<file path="src/rtl/write_port_scheduler.sv">
// rtl/write_port_scheduler.sv - priority + round-robin write port arbiter with one-cycle release gap
// Optional grant watchdog is enabled by defining WRITE_SCHED_TIMEOUT_EN.
module write_port_scheduler #(
  parameter int num_of_ports   = 16,
  parameter int priority_width = 3,
  parameter int des_port_width = 4,
  parameter int timeout_cycles = 1024
) (
  input  logic                                 clk,
  input  logic                                 rst,
  input  logic [num_of_ports-1:0]              ready,
  input  logic [num_of_ports-1:0]              eop,
  input  logic [num_of_ports*priority_width-1:0] priority_in,
  input  logic [num_of_ports*des_port_width-1:0] des_port_in,
  output logic [num_of_ports-1:0]              grant,
  output logic [3:0]                           select,
  output logic [des_port_width-1:0]            grant_des_port,
  output logic                                 busy,
  output logic                                 abort
);

  typedef enum logic [1:0] {IDLE, GRANT, GAP} state_t;

  state_t                    state_q, state_d;
  logic [3:0]                last_ptr, last_ptr_d;
  logic [num_of_ports-1:0]   grant_d;
  logic [3:0]                select_d;
  logic [des_port_width-1:0] des_d;
  logic                      busy_d, abort_d;

  logic                      win_found;
  logic [3:0]                win_idx;
  logic [priority_width-1:0] win_prio;
  logic [3:0]                scan_idx;
  logic [priority_width-1:0] scan_prio;
  logic                      tmo;

  // The watchdog compares against timeout_cycles-1, so a limit below 2 is meaningless.
  if (timeout_cycles < 2) begin : g_timeout_check
    $error("write_port_scheduler: timeout_cycles must be at least 2");
  end

  // Scan starts just after the last served port; strict '>' keeps the first hit among equal priorities.
  always_comb begin
    win_found = 1'b0;
    win_idx   = '0;
    win_prio  = '0;
    scan_idx  = '0;
    scan_prio = '0;
    for (int i = 0; i < num_of_ports; i++) begin
      scan_idx  = last_ptr + 4'd1 + 4'(i);
      scan_prio = priority_in[scan_idx*priority_width +: priority_width];
      if (ready[scan_idx] && (!win_found || scan_prio > win_prio)) begin
        win_found = 1'b1;
        win_idx   = scan_idx;
        win_prio  = scan_prio;
      end
    end
  end

`ifdef WRITE_SCHED_TIMEOUT_EN
  localparam int cnt_w = $clog2(timeout_cycles);
  logic [cnt_w-1:0] tmo_cnt;

  always_ff @(posedge clk) begin
    if (rst || state_q != GRANT) begin
      tmo_cnt <= '0;
    end else begin
      tmo_cnt <= tmo_cnt + cnt_w'(1);
    end
  end

  assign tmo = (state_q == GRANT) && (tmo_cnt == cnt_w'(timeout_cycles - 1));
`else
  assign tmo = 1'b0;
`endif

  always_comb begin
    state_d    = state_q;
    grant_d    = grant;
    select_d   = select;
    des_d      = grant_des_port;
    busy_d     = busy;
    abort_d    = 1'b0;
    last_ptr_d = last_ptr;
    case (state_q)
      IDLE: begin
        if (win_found) begin
          state_d  = GRANT;
          grant_d  = {{(num_of_ports-1){1'b0}}, 1'b1} << win_idx;
          select_d = win_idx;
          des_d    = des_port_in[win_idx*des_port_width +: des_port_width];
          busy_d   = 1'b1;
        end
      end
      GRANT: begin
        // eop wins over a simultaneous ready drop: that is a clean end of packet.
        if (eop[select] || !ready[select] || tmo) begin
          state_d    = GAP;
          grant_d    = '0;
          busy_d     = 1'b0;
          last_ptr_d = select;
          abort_d    = !eop[select];
        end
      end
      GAP:     state_d = IDLE;
      default: state_d = IDLE;
    endcase
  end

  always_ff @(posedge clk) begin
    if (rst) begin
      state_q        <= IDLE;
      grant          <= '0;
      select         <= '0;
      grant_des_port <= '0;
      busy           <= 1'b0;
      abort          <= 1'b0;
      last_ptr       <= 4'hF;
    end else begin
      state_q        <= state_d;
      grant          <= grant_d;
      select         <= select_d;
      grant_des_port <= des_d;
      busy           <= busy_d;
      abort          <= abort_d;
      last_ptr       <= last_ptr_d;
    end
  end

endmodule

</file>
<file path="config.mk">
export PLATFORM = sky130hd
export DESIGN_NAME = write_port_scheduler
export DESIGN_NICKNAME = d
export VERILOG_FILES = /design/src/rtl/write_port_scheduler.sv
export SDC_FILE = /design/constraint.sdc
export NUM_CORES = 1
export LEC_CHECK = 0
export ABC_AREA = 0
export CAP_MARGIN = 20
export CORE_ASPECT_RATIO = 0.8
export CORE_UTILIZATION = 30
export CTS_CLUSTER_DIAMETER = 150
export CTS_CLUSTER_SIZE = 10
export DETAILED_ROUTE_END_ITERATION = 7
export PLACE_DENSITY = 0.63
export SYNTH_ARGS = -nofsm -noshare
export SYNTH_HDL_FRONTEND = slang
export SYNTH_SLANG_ARGS = --single-unit
</file>
<file path="constraint.sdc">
create_clock -name clk -period 32 [get_ports clk]
set_input_delay 6.4 -clock clk [delete_from_list [all_inputs] [get_ports clk]]
set_output_delay 6.4 -clock clk [all_outputs]
set_load 0.005 [all_outputs]
</file>
==> results.md <==
- Status: finished, final reports clean
- DRT iter0 DRCs: about 830
- Design Area, Final: around 12000 um2
- Post-synth top area cell: mux4_2
- Final Hold Viols: 0
- DRT Wirelength: 34.4 mm
- IO Pins: roughly 170
- Top post-synthesis cells by count: 108 x mux2i_1, 92 x nand2_1, 73 x nor2_1
- Clock Skew: around 0.0046 ns
- Initial antenna violation count: 1
- Tmin final: ~30 ns
- Post-DRT Antenna Nets: 0
- Yosys reg bits: 32
- Number of cell rows: 56
- Antenna cells: 0
- Crit end category: flip-flop
- Drc violations: 0
- Syn_area_per_cell: roughly 8.5 um2
- Synth top area cells: mux4_2 16%, mux2i_1 12%, ha_1 7.2%, dfxtp_1 7.1%, nand2_1 3.8%
- Die Height: 157 um
- Fmax: ~33 MHz
- Relative slew slack: approximately a third
- Mapped Cells: approximately 1100
- DIE AREA: roughly 31000 um2
- Vias post-DR: a little under 10000
- RR Endpoint: grant_des_port[3]
- Final core utilization: between 40% and 50%
- Root buf cell: clkbuf_16
- Final setup fails: 0
- Initial Util: just over 30%
- Max Fanout on Critical Path: 16
- # H-tree levels: 2
- Synth unique cells: 99
- RePlAce Congestion: about 0.94
- Length of the first detailed-routing pass in iterations: 5
- Final critical-path share of the clock period: 93.9%
- Slack of the worst reg-to-reg path: 5.72 ns
- Global Route Usage Sum: around 22%
- Worst Reg-to-Reg Cells: 141
- Slew Limit Fails: 0
- Crit-path slowest cell: mux4_2
- Final std cells w/o fill: 1650
- Slew @ Worst Pin: about 1 ns
- Synth Cell Area: 9030 um2
- Area of the core: 29400 um2
- CTS tree: yes
- Placed inst area: ~12000 um2
- Synth Net Count: 1257
- Reg2reg start: last_ptr[0]
- Largest net degree at the start of global routing: slightly below 60
- Number of global-route vias before repair: 9254
- CP Data Required Time: around 32 ns
- First-pass GRT wire length: about 53 mm
- CTS Buf Count: 5
- Number of vias per cell: approximately 6.0
- Critical path class: in -> reg
- Startpoint Class: primary input
- CP most frequent cell: ha_1
- Fraction of layout cells with a size suffix above 1: 20.3%
- Layout area overhead: 32.7%
- Post-synthesis sequential area ratio: ~7%
- Setup Total Neg Slack: 0 ns
- Clock sink count: 32
- Maximum clock insertion buffer count: 2
- Final nets: 1471
- # Max-Cap Violations: 0
- Clock Latency Late Sink: 0.28 ns
- EDFF count, synth: 0
- Async S/R FF share, synth: 0%
- Routed wire per std cell: 20.9 um
- Die Span X: roughly 200 um
- DP HPWL: 27.8 mm
- Class of the worst hold path: reg -> reg
- Port-buffer cells: 171
- Dpl cells: around 1600
- Most frequent cell after synthesis: mux2i_1
- Warnings, synthesis: 0
- Overflow left after global routing: 0
- Hold-fix buffers, CTS: 0
- Primary FF master, synth: dfxtp_1
- Crit path capture: grant_des_port[3]
- CTS clock-pin slew for the worst setup and hold paths: ~0.05 ns
- Crit path launch: ready[0]
- Largest stage delay on the critical path: 0.56 ns
- Share of the synthesized area in the top cell type: approximately 16%
- Arrival time at the worst endpoint: between 30 and 40 ns
[flip-flops by register name (all words and copies together) (netlist names)]
register / count
grant_des_port: 4
last_ptr: 4
abort: 1
busy: 1
select: 4
state_q: 2
grant: 16
[through the flow]
step	worst slack, ns	hold WS, ns
2_1_floorplan	1.61	0.448
3_3_place_gp	1.35	0.448
3_5_place_dp	0.603	0.457
4_1_cts	0.765	0.461
5_1_grt	-0.0396	0.485
6_report	1.94	0.455
[routing by layer]
layer	part of all wire (%)	vias to the layer above	routed length, um	GRT usage [%]
li1	-	4649	-	-
met1	44	4738	15000	29.5
met2	44	463	15300	34.7
met3	10	38	3500	5.79
met4	1.8	2	608	5.13
met5	0.035	-	12	0
[worst min-delay path by stage]
stage | start | to | slack (ns) | cells after the start
finish | grant[1] | grant[1] | 0.46 | 2
global route | grant[1] | grant[1] | 0.49 | 2
CTS | grant[1] | grant[1] | 0.46 | 2
detailed placement | grant[5] | grant[5] | 0.46 | 2
global placement | busy | busy | 0.45 | 2
floorplan | grant[6] | grant[6] | 0.45 | 2
[logic make-up (layout without fill, tap and decap cells)]
| kind of cell | after synthesis | count (layout) | share of synthesized area, % |
|---|---|---|---|
| mux | 201 | 201 | 33.4 |
| buf+inv | 113 | 327 | 5.64 |
| fa+ha+maj | 52 | 52 | 7.20 |
| compound gates | 320 | 320 | 26.0 |
| xor+xnor | 12 | 12 | 1.61 |
| simple gates | 329 | 329 | 19.1 |
| flops | 32 | 32 | 7.09 |
[final cells by class]
cell class	instances	area, um2
clock buffer	6	129
clock inverter	1	5.00
fill	2957	17400
inverter	34	128
multi-input combinational	914	7990
sequential	32	644
tap	377	472
timing repair buffer	286	2630
[what timing repair did]
item,in CTS,in global routing
setup endpoints to repair,0,24
buffers inserted,0,11
resized for setup,0,26
[critical path: cells and delay by family]
family	cells	cell delay, ns
AOI/OAI and AO/OA	75	12.83
and+or+nand+nor	30	4.12
adders and majority gates	15	4.02
buffers and inverters	12	1.59
muxes	4	1.19
[layout by cell type (no fill, tap or decap), types with 6 or more instances in the layout]
cell type,synthesis,routed
mux4_1,11,9
o21ai_1,2,8
xnor2_1,6,6
clkbuf_16,0,6
o21ai_0,45,39
buf_4,4,112
o211ai_1,12,12
a211oi_1,23,22
dfxtp_1,32,31
nor2b_1,20,20
nor4_1,11,11
clkdlybuf4s50_1,0,168
nand3_1,27,27
a211o_1,10,10
inv_1,33,33
o31a_1,8,8
o21bai_1,6,6
a31o_2,6,6
o311ai_0,7,7
or4_1,8,8
mux4_2,64,66
a31oi_1,12,11
a32oi_1,11,11
nand2b_1,7,7
and3_1,11,11
o21a_1,17,17
nand2_1,92,92
mux2i_1,108,107
a21o_1,16,16
a311oi_1,9,8
mux2_2,18,18
a21oi_1,55,55
and2_1,16,16
a22oi_1,9,9
ha_1,52,51
nor3_1,16,16
or3_1,10,10
nor2_1,73,72
Power is not shown: default switching activity piles up to over one toggle a cycle in this logic, so the estimate is an artifact.
